### src/rtl/clock_key_ctrl.sv
// Purpose : front-panel key controller for the alarm-clock compute block (sync, debounce, set-mode FSM).
// Latency : raw key edge -> press event 2+DEBOUNCE_CYCLES cycles; event -> state/pulse outputs +1 cycle.
// Backpressure: none; the compute block consumes every pulse the cycle it is issued.
//
// Ports:
//   CLOCK, resetn                   clock (rising edge) and asynchronous active-low reset
//   btn_mode, btn_adv, btn_alm_en   raw asynchronous active-high keys
//   TEST_MODE                       (only with DEBOUNCE_BYPASS_EN) bypass debounce, short timers
//   set_time, alarm                 levels: setting time / setting alarm
//   hours, minutes                  one-cycle increment pulses
//   toggle                          alarm-enable level
//   mode_state                      current FSM state code
//
// Optional feature macro: DEBOUNCE_BYPASS_EN (adds TEST_MODE input).
module clock_key_ctrl #(
    parameter int DEBOUNCE_CYCLES = 4,
    parameter int REPEAT_DELAY    = 16,
    parameter int REPEAT_RATE     = 4,
    parameter int TIMEOUT_CYCLES  = 64
) (
    input  logic       CLOCK,
    input  logic       resetn,
    input  logic       btn_mode,
    input  logic       btn_adv,
    input  logic       btn_alm_en,
`ifdef DEBOUNCE_BYPASS_EN
    input  logic       TEST_MODE,
`endif
    output logic       set_time,
    output logic       alarm,
    output logic       hours,
    output logic       minutes,
    output logic       toggle,
    output logic [2:0] mode_state
);

    localparam logic [2:0] RUN    = 3'd0;
    localparam logic [2:0] TM_HR  = 3'd1;
    localparam logic [2:0] TM_MIN = 3'd2;
    localparam logic [2:0] AL_HR  = 3'd3;
    localparam logic [2:0] AL_MIN = 3'd4;

    // Test mode shortens the timers; size counters for whichever limit is larger.
    localparam int RD_MAX = (REPEAT_DELAY > 2) ? REPEAT_DELAY : 2;
    localparam int TO_MAX = (TIMEOUT_CYCLES > 8) ? TIMEOUT_CYCLES : 8;
    localparam int DB_W   = $clog2(DEBOUNCE_CYCLES + 1);
    localparam int RP_W   = $clog2(RD_MAX + 1);
    localparam int TO_W   = $clog2(TO_MAX + 1);

    // After a repeat pulse the counter reloads so the next pulse lands REPEAT_RATE cycles later.
    localparam int RELOAD = (REPEAT_RATE >= REPEAT_DELAY) ? 1 : (REPEAT_DELAY - REPEAT_RATE + 1);

    logic test_mode;
`ifdef DEBOUNCE_BYPASS_EN
    assign test_mode = TEST_MODE;
`else
    assign test_mode = 1'b0;
`endif

    // ---------------------------------------------------------------
    // Synchronise and debounce: bit 0 = mode, bit 1 = adv, bit 2 = alm_en
    // ---------------------------------------------------------------
    logic [2:0]      raw_lvl;
    logic [2:0]      sync1;
    logic [2:0]      sync2;
    logic [2:0]      deb_r;
    logic [2:0]      deb_lvl;
    logic [2:0]      deb_d;
    logic [2:0]      press;
    logic [DB_W-1:0] db_cnt [3];

    assign raw_lvl = {btn_alm_en, btn_adv, btn_mode};
    assign deb_lvl = test_mode ? sync2 : deb_r;

    always_ff @(posedge CLOCK or negedge resetn) begin
        if (!resetn) begin
            sync1 <= '0;
            sync2 <= '0;
            deb_r <= '0;
            deb_d <= '0;
            press <= '0;
            for (int i = 0; i < 3; i++) begin
                db_cnt[i] <= '0;
            end
        end else begin
            sync1 <= raw_lvl;
            sync2 <= sync1;
            for (int i = 0; i < 3; i++) begin
                if (test_mode) begin
                    // keep the filtered level tracking so leaving test mode is glitch-free
                    deb_r[i]  <= sync2[i];
                    db_cnt[i] <= '0;
                end else if (sync2[i] == deb_r[i]) begin
                    db_cnt[i] <= '0;
                end else if (db_cnt[i] == DB_W'(DEBOUNCE_CYCLES - 1)) begin
                    // this cycle is the DEBOUNCE_CYCLES-th consecutive differing sample
                    deb_r[i]  <= ~deb_r[i];
                    db_cnt[i] <= '0;
                end else begin
                    db_cnt[i] <= db_cnt[i] + 1'b1;
                end
            end
            deb_d <= deb_lvl;
            press <= deb_lvl & ~deb_d;
        end
    end

    logic mode_evt;
    logic adv_evt;
    logic alm_evt;
    logic adv_lvl;

    assign mode_evt = press[0];
    assign adv_evt  = press[1];
    assign alm_evt  = press[2];
    assign adv_lvl  = deb_lvl[1];

    // ---------------------------------------------------------------
    // Set-mode FSM, auto-repeat and inactivity timeout
    // ---------------------------------------------------------------
    logic [2:0]      state;
    logic [2:0]      state_nxt;
    logic [TO_W-1:0] idle_cnt;
    logic [TO_W-1:0] idle_nxt;
    logic [RP_W-1:0] rep_cnt;
    logic [RP_W-1:0] rep_nxt;
    logic [RP_W-1:0] rep_delay;
    logic [RP_W-1:0] rep_reload;
    logic [TO_W-1:0] to_last;
    logic            in_set;
    logic            is_hr;
    logic            is_min;
    logic            pulse;

    always_comb begin
        if (test_mode) begin
            rep_delay  = RP_W'(2);
            rep_reload = RP_W'(2);
            to_last    = TO_W'(7);
        end else begin
            rep_delay  = RP_W'(REPEAT_DELAY);
            rep_reload = RP_W'(RELOAD);
            to_last    = TO_W'(TIMEOUT_CYCLES - 1);
        end
    end

    assign in_set = (state == TM_HR) || (state == TM_MIN) || (state == AL_HR) || (state == AL_MIN);
    assign is_hr  = (state == TM_HR) || (state == AL_HR);
    assign is_min = (state == TM_MIN) || (state == AL_MIN);

    always_comb begin
        state_nxt = state;
        idle_nxt  = '0;
        rep_nxt   = '0;
        pulse     = 1'b0;

        case (state)
            RUN:     if (mode_evt) state_nxt = TM_HR;
            TM_HR:   if (mode_evt) state_nxt = TM_MIN;
            TM_MIN:  if (mode_evt) state_nxt = AL_HR;
            AL_HR:   if (mode_evt) state_nxt = AL_MIN;
            AL_MIN:  if (mode_evt) state_nxt = RUN;
            default: state_nxt = RUN;
        endcase

        // Idle timeout: a held adv key counts as activity, a held mode key does not.
        if (in_set && !mode_evt) begin
            if (adv_evt || adv_lvl) begin
                idle_nxt = '0;
            end else if (idle_cnt == to_last) begin
                state_nxt = RUN;
                idle_nxt  = '0;
            end else begin
                idle_nxt = idle_cnt + 1'b1;
            end
        end

        // Auto-repeat: only a fresh press in the current state arms the counter,
        // so a key held across a mode change stays silent until re-pressed.
        if (in_set && !mode_evt) begin
            if (adv_evt) begin
                pulse   = 1'b1;
                rep_nxt = RP_W'(1);
            end else if (adv_lvl && (rep_cnt != '0)) begin
                if (rep_cnt == rep_delay) begin
                    pulse   = 1'b1;
                    rep_nxt = rep_reload;
                end else begin
                    rep_nxt = rep_cnt + 1'b1;
                end
            end
        end

        if (state_nxt != state) begin
            rep_nxt = '0;
        end
    end

    always_ff @(posedge CLOCK or negedge resetn) begin
        if (!resetn) begin
            state    <= RUN;
            idle_cnt <= '0;
            rep_cnt  <= '0;
            set_time <= 1'b0;
            alarm    <= 1'b0;
            hours    <= 1'b0;
            minutes  <= 1'b0;
            toggle   <= 1'b0;
        end else begin
            state    <= state_nxt;
            idle_cnt <= idle_nxt;
            rep_cnt  <= rep_nxt;
            // Level outputs are derived from the next state so they move with mode_state.
            set_time <= (state_nxt == TM_HR) || (state_nxt == TM_MIN);
            alarm    <= (state_nxt == AL_HR) || (state_nxt == AL_MIN);
            hours    <= pulse && is_hr;
            minutes  <= pulse && is_min;
            toggle   <= toggle ^ alm_evt;
        end
    end

    assign mode_state = state;

endmodule

### config.mk
export PLATFORM = sky130hd
export DESIGN_NAME = clock_key_ctrl
export DESIGN_NICKNAME = d
export VERILOG_FILES = /design/src/rtl/clock_key_ctrl.sv
export SDC_FILE = /design/constraint.sdc
export NUM_CORES = 1
export LEC_CHECK = 0
export CELL_PAD_IN_SITES_DETAIL_PLACEMENT = 1
export CELL_PAD_IN_SITES_GLOBAL_PLACEMENT = 1
export CORE_ASPECT_RATIO = 0.7
export CORE_MARGIN = 2
export CORE_UTILIZATION = 40
export DETAILED_ROUTE_END_ITERATION = 12
export PLACE_DENSITY = 0.78
export SYNTH_ARGS = -nofsm -noshare
export SYNTH_HDL_FRONTEND = slang
export SYNTH_SLANG_ARGS = --single-unit
### constraint.sdc
create_clock -name CLOCK -period 5.01 [get_ports CLOCK]
set_input_delay 1.002 -clock CLOCK [delete_from_list [all_inputs] [get_ports CLOCK]]
set_output_delay 1.002 -clock CLOCK [all_outputs]
set_load 0.005 [all_outputs]
==> results of run 1 <==
[cell usage after synthesis (2+ instances only)]
cell type / instances / area share, %
a211oi_1: 3 / 1.2
a21oi_1: 2 / 0.55
a31oi_1: 2 / 0.68
dfrtp_1: 44 / 60
ha_1: 6 / 4.1
inv_1: 4 / 0.82
mux2_2: 3 / 1.8
nand2_1: 6 / 1.2
nand3_1: 2 / 0.55
nor2_1: 4 / 0.82
nor2b_1: 9 / 3.1
nor3_1: 7 / 1.9
nor3b_1: 7 / 2.9
nor4_1: 3 / 1.0
o21ai_0: 2 / 0.55
xnor2_1: 6 / 2.9
xor2_1: 5 / 2.4
[state kept, by name, summed over array words and instances (netlist names), 3 cells and up]
| signal | count |
|---|---|
| mode_state | 3 |
| deb_d | 3 |
| press | 3 |
| idle_cnt | 7 |
| deb_lvl | 3 |
| sync1 | 3 |
| rep_cnt | 5 |
| db_cnt | 9 |
| sync2 | 3 |
[stage by stage]
stage	setup slack [ps]	hold slack, ps
2_1_floorplan	3290	331
3_3_place_gp	2980	332
3_5_place_dp	2940	336
4_1_cts	2610	356
5_1_grt	2550	360
6_report	2620	350
[layer usage]
| metal | GRT usage (%) | vias up | wire length, um |
|---|---|---|---|
| li1 | - | 525 | - |
| met4 | 6.12 | 0 | 51 |
| met3 | 4.49 | 7 | 128 |
| met1 | 17.3 | 588 | 1480 |
| met5 | 0 | - | 0 |
| met2 | 25.8 | 21 | 1620 |
[worst max-delay path by stage]
stage | from | endpoint | slack (ps) | cells after the start
5_1_grt | mode_state[1] | mode_state[1] | 2550 | 1
4_1_cts | mode_state[1] | mode_state[1] | 2610 | 1
6_report | mode_state[1] | mode_state[1] | 2620 | 1
2_1_floorplan | mode_state[1] | idle_cnt[5] | 3290 | 4
3_3_place_gp | mode_state[1] | mode_state[1] | 2980 | 1
3_5_place_dp | mode_state[1] | mode_state[1] | 2940 | 1
[worst reg2reg max path: stages (launching register included)]
cell and delay (ps):
dfrtp_1 390, ha_1 200, nand3_1 140, nor3_1 850, a21oi_1 220
[logic make-up (layout without fill, tap and decap cells)]
family | Yosys count | in the layout
buffers and inverters | 9 | 24
multiplexers | 4 | 4
flip-flops | 44 | 44
AND/OR/NAND/NOR | 49 | 49
AO/OA/AOI/OAI | 18 | 18
adder cells (fa/ha/maj) | 6 | 6
XOR/XNOR | 11 | 11
[final cells by class]
type	count	area share [%]
sequential	44	51.4
multi-input combinational	88	31.9
timing repair buffer	12	5.38
clock inverter	3	4.21
clock buffer	5	3.21
tap	55	3.21
inverter	4	0.701
[power by group through the flow]
stage               sequential (mW)  clock [mW]  combinational [mW]
finish                        0.550       0.370               0.338
global route                  0.565       0.393               0.370
CTS                           0.551       0.378               0.343
detailed placement            0.558           0               0.338
global placement              0.543           0               0.316
floorplan                     0.505           0               0.272
==> impl_metrics.env, run 1 <==
export IMPL_status="completed"
export IMPL_area_growth_pct=17.0
export IMPL_pwr_share_comb_pct=26.9
export IMPL_min_from="sync1[1]"
export IMPL_synth_fa_ha_area_share_pct=4.10
export IMPL_initial_core_util_pct=41.8
export IMPL_synth_nets=152
export IMPL_most_common_layout_cells="44 x dfrtp_1, 11 x clkdlybuf4s50_1, 9 x nor2b_1, 7 x nor3_1, 7 x nor3b_1"
export IMPL_cts_sinks=44
export IMPL_clockBufferDepth=2
export IMPL_synthFlopType="dfrtp_1"
export IMPL_synth_top_family_by_area="simple AND/OR/NAND/NOR gates"
export IMPL_worst_pin_slew_ps=1020
export IMPL_yosysSeqAreaShare_pct=60.2
export IMPL_peakVddDrop_mv=0.282
export IMPL_cp_top_family="buffers and inverters"
export IMPL_gp_congestion=0.753
export IMPL_async_flop_share_pct=100
export IMPL_power_frac_seq_pct=43.8
export IMPL_post_cts_buffers=0
export IMPL_critPathLaunchType="flip-flop"
export IMPL_slowest_delay_ps=560
export IMPL_min_path_type="flip-flop to flip-flop"
export IMPL_syn_inst=141
export IMPL_relSlewSlack_pct=31.4
export IMPL_clockPowerShare_pct=29.4
export IMPL_reg2reg_depth=4
export IMPL_final_common_cell="dfrtp_1"
export IMPL_multi_input_area_um2=682
export IMPL_fillers=453
export IMPL_path_class="flip-flop to output port"
export IMPL_period_needed_ps=2390
export IMPL_synthMuxAreaShare_pct=2.39
export IMPL_wire_per_inst_um=15.5
export IMPL_r2r_slack_ps=3050
export IMPL_register_area_mm2=0.00110
export IMPL_synth_compound_area_share_pct=8.62
export IMPL_grt_pass1_vias=1215
export IMPL_grt_first_pass_wirelength_um=5700
export IMPL_power_switching_mw=0.379
export IMPL_final_max_slew_viol_count=0
export IMPL_coreArea_mm2=0.00438
export IMPL_finalWirelength_um=3280
export IMPL_cp_required_ps=4010
export IMPL_final_cell_area_mm2=0.00214
export IMPL_drc=0
export IMPL_clock_latency_ps=290
export IMPL_cp_cell_sequence="clkdlybuf4s50_1"
export IMPL_rsz0062_at_grt="false"
export IMPL_p_leak_nw=0.922
export IMPL_min_path_cells=0
export IMPL_utilization_pct=48.9
export IMPL_cap_violations=0
export IMPL_fin_tns_setup_ps=0
export IMPL_hpwl_um=2300
export IMPL_syn_area_mm2=0.00183
export IMPL_synth_edf_count=0
export IMPL_drive_gt1_share_pct=12.2
export IMPL_cts_root_buf="clkbuf_8"
export IMPL_crit_path_max_fanout=9
export IMPL_fmax_mhz=418
export IMPL_final_nets=166
export IMPL_first_pass_iters=4
export IMPL_total_power_mw=1.26
export IMPL_p_int_mw=0.878
export IMPL_cts_hold_buffers=0
export IMPL_skew_ps=6.36
export IMPL_timing_rr_start="idle_cnt[0]"
export IMPL_post_cts_resized=0
export IMPL_via_per_inst=5.41
export IMPL_grt_max_degree=45
export IMPL_setup_violations=0
export IMPL_r2r_end="mode_state[2]"
export IMPL_synthSimpleGateAreaFrac_pct=16.9
export IMPL_die_w_um=84.8
export IMPL_fin_cells=211
export IMPL_place_inst=203
export IMPL_cts_htree_levels=2
export IMPL_min_to="sync2[1]"
export IMPL_num_rows=20
export IMPL_avgSynthCellArea_um2=13.0
export IMPL_synth_seq_cells=44
export IMPL_track_usage_pct=14.7
export IMPL_finalCritPeriodShare_pct=47.8
export IMPL_clk_pin_slew_worst_paths_ps=80
export IMPL_hold_viol=0
export IMPL_drt_iter0_markers=48
export IMPL_synth_warnings=0
export IMPL_synth_xor_area_share_pct=5.27
export IMPL_ant_nets=0
export IMPL_cts_tree="yes"
export IMPL_design_die_area_mm2=0.00514
export IMPL_swShare_pct=30.2
export IMPL_ios=13
export IMPL_antenna_cells=0
export IMPL_placed_area_mm2=0.00198
export IMPL_crit_slowest_cell="clkdlybuf4s50_1"
export IMPL_portBuffers=12
export IMPL_end_kind="output port"
export IMPL_vias=1141
export IMPL_power_density_mw_per_mm2=587
export IMPL_crit_buf_inv=1
export IMPL_numCtsBuffers=5
export IMPL_ys_types=43
export IMPL_globalRouteOverflowTotal=0
export IMPL_antenna_found_initial=0
export IMPL_arrival_ps=1390
export IMPL_die_y_um=60.6
(Power assumes the default switching activity.)
==> inputs of run 2 (changes only) <==
==> constraint.sdc (replaced) <==
create_clock -name CLOCK -period 2.25 [get_ports CLOCK]
set_input_delay 0.45 -clock CLOCK [delete_from_list [all_inputs] [get_ports CLOCK]]
set_output_delay 0.45 -clock CLOCK [all_outputs]
set_load 0.005 [all_outputs]
==> run 2 against run 1 <==
Clock-buffer cell count rose by 1. Via count grew 1.1%. Highest routed layer unchanged. Cell area fell by 3.1%. Sequential share of layout area is 1.6 points higher. First-iteration DRC count grew 13%. Combinational power grew 120%. Routed wire length up 3.7%. Worst hold slack got worse by 140 ps. Sequential cell count stayed put. Largest cell class unchanged. Non-clock buffer count is 2 higher. Sequential power rose by 120%. Register-to-register slack worse by 2700 ps.
==> impl_metrics.env, run 2 (same netlist as run 1, synthesis figures left out) <==
export IMPL_skew_ps=5.26
export IMPL_cts_sinks=44
export IMPL_numCtsBuffers=5
export IMPL_finalWorstSetupSlack_ps=391
export IMPL_vias=1153
export IMPL_finalWirelength_um=3400
export IMPL_antenna_found_initial=0
export IMPL_regMostFlops="db_cnt"
export IMPL_setup_violations=0
export IMPL_track_usage_pct=14.9
export IMPL_drive_gt1_share_pct=12.1
export IMPL_design_die_area_mm2=0.00514
export IMPL_fmax_mhz=538
export IMPL_peakVddDrop_mv=0.451
export IMPL_final_common_cell="dfrtp_1"
export IMPL_crit_slowest_cell="a2111o_1"
export IMPL_end_kind="flip-flop"
export IMPL_area_growth_pct=13.4
export IMPL_clockBufferDepth=2
export IMPL_placed_area_mm2=0.00200
export IMPL_num_rows=20
export IMPL_power_density_mw_per_mm2=1180
export IMPL_globalRouteOverflowTotal=0
export IMPL_largest_register_ffs=9
export IMPL_utilization_pct=47.4
export IMPL_total_power_mw=2.45
export IMPL_post_cts_resized=0
export IMPL_worst_pin_slew_ps=545
export IMPL_fillers=453
export IMPL_min_path_type="input port to asynchronous set/reset pin"
export IMPL_grt_max_degree=45
export IMPL_cp_cell_sequence="or3b_4 -> a2111o_1 -> nor3_2"
export IMPL_via_per_inst=5.44
export IMPL_coreArea_mm2=0.00438
export IMPL_slowest_delay_ps=550
export IMPL_final_cell_area_mm2=0.00207
export IMPL_multi_input_area_um2=682
export IMPL_rsz0062_at_grt="false"
export IMPL_critPathLaunchType="flip-flop"
export IMPL_cp_required_ps=2470
export IMPL_register_area_mm2=0.00110
export IMPL_crit_buf_inv=0
export IMPL_clock_latency_ps=300
export IMPL_gp_congestion=0.726
export IMPL_most_common_layout_cells="44 x dfrtp_1, 11 x clkdlybuf4s50_1, 9 x nor2b_1, 7 x nor3_1, 7 x nor3b_1"
export IMPL_grt_pass1_vias=1206
export IMPL_cap_violations=0
export IMPL_cts_htree_levels=2
export IMPL_portBuffers=12
export IMPL_ant_nets=0
export IMPL_post_cts_buffers=0
export IMPL_final_nets=168
export IMPL_cp_top_family="simple AND/OR/NAND/NOR gates"
export IMPL_wire_per_inst_um=16.0
export IMPL_ios=13
export IMPL_drt_iter0_markers=54
export IMPL_cts_root_buf="clkbuf_8"
export IMPL_path_class="flip-flop to flip-flop"
export IMPL_crit_path_max_fanout=10
export IMPL_hpwl_um=2440
export IMPL_p_leak_nw=0.895
export IMPL_antenna_cells=0
export IMPL_relSlewSlack_pct=63.6
export IMPL_fin_tns_setup_ps=0
export IMPL_clk_pin_slew_worst_paths_ps=80
export IMPL_status="completed"
export IMPL_cts_hold_buffers=0
export IMPL_finalCritPeriodShare_pct=82.6
export IMPL_period_needed_ps=1860
export IMPL_dp_slack_ps=412
export IMPL_reg_largest_list="db_cnt (9), idle_cnt (7), rep_cnt (5)"
export IMPL_die_y_um=60.6
export IMPL_grt_first_pass_wirelength_um=5580
export IMPL_arrival_ps=2080
export IMPL_first_pass_iters=4
export IMPL_final_max_slew_viol_count=0
export IMPL_die_w_um=84.8
export IMPL_initial_core_util_pct=41.8
export IMPL_drc=0
export IMPL_hold_viol=0
export IMPL_cts_tree="yes"
run 2: cell count changes in the layout (fill, tap and decap cells not counted), sizes merged:
cell / previous run / this run
bufinv: 3 / 0
buf: 1 / 3
clkbuf: 5 / 6
clkinv: 0 / 1
run 2: path summary, 6_finish.rpt:
kind                          startpoint          end  slack, ps  cells past startpoint
setup / recovery           mode_state[2]  idle_cnt[3]        390                      3
hold / removal                    resetn  idle_cnt[4]        210                      2
setup reg to reg           mode_state[2]  idle_cnt[3]        390                      3
hold reg to reg                 sync1[2]     sync2[2]        360                      0
max in group asynchronous         resetn    db_cnt[1]       1660                      2
min in group CLOCK              sync1[2]     sync2[2]        360                      0
run 2: cell type report:
type,instances,area share (%)
flip-flops and latches,44,53.1
multi-input cells,88,32.9
repair buffers,14,6.27
clock buffers,6,3.50
well taps,55,3.32
inverters,4,0.724
clock inverters,1,0.241
run 2: per-layer routing:
metal  track usage [%]  vias to the layer above  wire length, um
met2              26.8                       20             1750
li1                  -                      529                -
met3              4.49                        8              131
met4              8.84                        0               79
met5                 0                        -                0
met1              16.1                      596             1440
run 2: power breakdown:
group	total [mW]	leakage [nW]	internal, mW	switching (mW)
sequential	1.23	0.568	1.00	0.230
clock	0.469	0.0410	0.211	0.258
combinational	0.748	0.286	0.404	0.344
total	2.45	0.895	1.61	0.831
run 2: through the flow:
stage / hold slack (ps) / std cells
finish: 210 / 212
global route: 268 / 212
CTS: 231 / 212
detailed placement: 341 / 205
global placement: 333 / 205
floorplan: 154 / 141
==> inputs of run 3 (changes only) <==
--- a/config.mk
+++ b/config.mk
@@ -11,7 +11,7 @@
 export CORE_MARGIN = 2
 export CORE_UTILIZATION = 40
 export DETAILED_ROUTE_END_ITERATION = 12
-export PLACE_DENSITY = 0.78
+export PLACE_DENSITY = 0.8
 export SYNTH_ARGS = -nofsm -noshare
 export SYNTH_HDL_FRONTEND = slang
 export SYNTH_SLANG_ARGS = --single-unit
==> constraint.sdc (replaced) <==
create_clock -name CLOCK -period 1.6 [get_ports CLOCK]
set_input_delay 0.32 -clock CLOCK [delete_from_list [all_inputs] [get_ports CLOCK]]
set_output_delay 0.32 -clock CLOCK [all_outputs]
set_load 0.005 [all_outputs]
==> run 3 against run 2 <==
Largest power group unchanged. Die area did not move. Setup slack got worse by 470 ps. Clock skew rose by 0.62 ps. Cell count rose by 9.4%. The run now ends with negative setup slack left. Via count rose by 5.4%. Power rose by 62%.
==> impl_metrics.env, run 3 (same netlist as run 1, synthesis figures left out) <==
export IMPL_status="finished with violations"
export IMPL_violations="negative setup slack"
export IMPL_die_w_um=84.8
export IMPL_finalCritPeriodShare_pct=105
export IMPL_power_density_mw_per_mm2=1690
export IMPL_relSlewSlack_pct=63.9
export IMPL_highest_layer="met4"
export IMPL_path_class="flip-flop to flip-flop"
export IMPL_final_nets=187
export IMPL_antenna_found_initial=0
export IMPL_ant_nets=0
export IMPL_wire_per_inst_um=16.3
export IMPL_wl_met3_um=139
export IMPL_r2r_slack_ps=-80
export IMPL_numCtsBuffers=5
export IMPL_first_pass_iters=4
export IMPL_setup_violations=9
export IMPL_register_area_mm2=0.00110
export IMPL_cp_required_ps=1830
export IMPL_regMostFlops="db_cnt"
export IMPL_largest_register_ffs=9
export IMPL_cts_tree="yes"
export IMPL_p_leak_nw=1.05
export IMPL_finalWorstSetupSlack_ps=-76.6
export IMPL_m1WireLength_um=1670
export IMPL_hpwl_um=2390
export IMPL_period_needed_ps=1680
export IMPL_area_growth_pct=28.1
export IMPL_clockBufferDepth=2
export IMPL_most_common_layout_cells="44 x dfrtp_1, 15 x buf_4, 9 x nor2b_1, 8 x clkdlybuf4s50_1"
export IMPL_clk_pin_slew_worst_paths_ps=80
export IMPL_reg_largest_list="db_cnt (9), idle_cnt (7), rep_cnt (5)"
export IMPL_hold_viol=0
export IMPL_grt_max_degree=45
export IMPL_initial_core_util_pct=41.8
export IMPL_gp_congestion=0.760
export IMPL_drive_gt1_share_pct=28.2
export IMPL_vias=1215
export IMPL_antenna_cells=0
export IMPL_design_die_area_mm2=0.00514
export IMPL_total_power_mw=3.97
export IMPL_clock_latency_ps=300
export IMPL_fillers=431
export IMPL_cts_htree_levels=2
export IMPL_rsz0062_at_grt="true"
export IMPL_met2WireLength_um=1910
export IMPL_fmax_mhz=596
export IMPL_skew_ps=5.88
export IMPL_track_usage_pct=15.8
export IMPL_crit_path_max_fanout=4
export IMPL_holdWs_ps=359
export IMPL_grt_first_pass_wirelength_um=6100
export IMPL_dp_slack_ps=-53.4
export IMPL_utilization_pct=53.5
export IMPL_via_per_inst=5.24
export IMPL_num_rows=20
export IMPL_peakVddDrop_mv=0.724
export IMPL_min_path_type="flip-flop to flip-flop"
export IMPL_cts_root_buf="clkbuf_8"
export IMPL_final_max_slew_viol_count=0
export IMPL_critPathLaunchType="flip-flop"
export IMPL_globalRouteOverflowTotal=0
export IMPL_end_kind="flip-flop"
export IMPL_cap_violations=0
export IMPL_cts_sinks=44
export IMPL_arrival_ps=1910
export IMPL_multi_input_area_um2=758
export IMPL_ios=13
export IMPL_grt_pass1_vias=1297
export IMPL_finalWirelength_um=3780
export IMPL_coreArea_mm2=0.00438
export IMPL_portBuffers=12
export IMPL_final_common_cell="dfrtp_1"
export IMPL_drt_iter0_markers=43
export IMPL_drc=0
export IMPL_worst_pin_slew_ps=534
export IMPL_die_y_um=60.6
-- run 3: worst paths after layout --
| check | from | end | cells past startpoint |
|---|---|---|---|
| min in group asynchronous | resetn | db_cnt[8] | 3 |
| worst min-delay path | sync1[1] | sync2[1] | 0 |
| max in group asynchronous | resetn | minutes | 3 |
| worst max register to register | mode_state[0] | idle_cnt[4] | 4 |
| worst max-delay path | mode_state[0] | idle_cnt[4] | 4 |
| worst min register to register | sync1[1] | sync2[1] | 0 |
-- run 3: per-stage QoR --
step           cell area (um^2)  std cells  TNS [ps]
2_1_floorplan              1840        141     -83.7
3_3_place_gp               2090        215         0
3_5_place_dp               2090        215      -196
4_1_cts                    2240        227      -359
5_1_grt                    2340        232      -695
6_report                   2340        232      -300
-- run 3: layout make-up --
type	count	share of cell area [%]
tap	55	2.94
multi-input combinational	88	32.4
clock buffer	7	3.68
sequential	44	47.0
inverter	4	0.641
clock inverter	1	0.320
timing repair buffer	33	13.1
-- run 3: critical path, cell delays in order (launching register included) --
cell,delay [ps]
dfrtp_1,420
or3b_4,450
a2111o_1,470
buf_6,170
nor2_2,110
-- run 3: layer usage --
| layer | global-route usage (%) | vias up |
|---|---|---|
| li1 | - | 570 |
| met1 | 18.7 | 616 |
| met2 | 28.0 | 21 |
| met3 | 5.71 | 8 |
| met4 | 4.08 | 0 |
| met5 | 0 | - |
-- run 3: what timing repair did --
| item | CTS | global route |
|---|---|---|
| resized for setup | 7 | 15 |
| pin swaps | 5 | 4 |
| hold buffers | 1 | 0 |
| hold endpoints to repair | 41 | 0 |
| buffers inserted | 3 | 5 |
| endpoints found under the setup margin | 11 | 16 |
-- run 3: power breakdown --
part	total, mW	switching (mW)	internal [mW]
Clock	0.715	0.364	0.351
Sequential	1.65	0.243	1.41
Combinational	1.61	0.746	0.861
Total	3.97	1.35	2.62
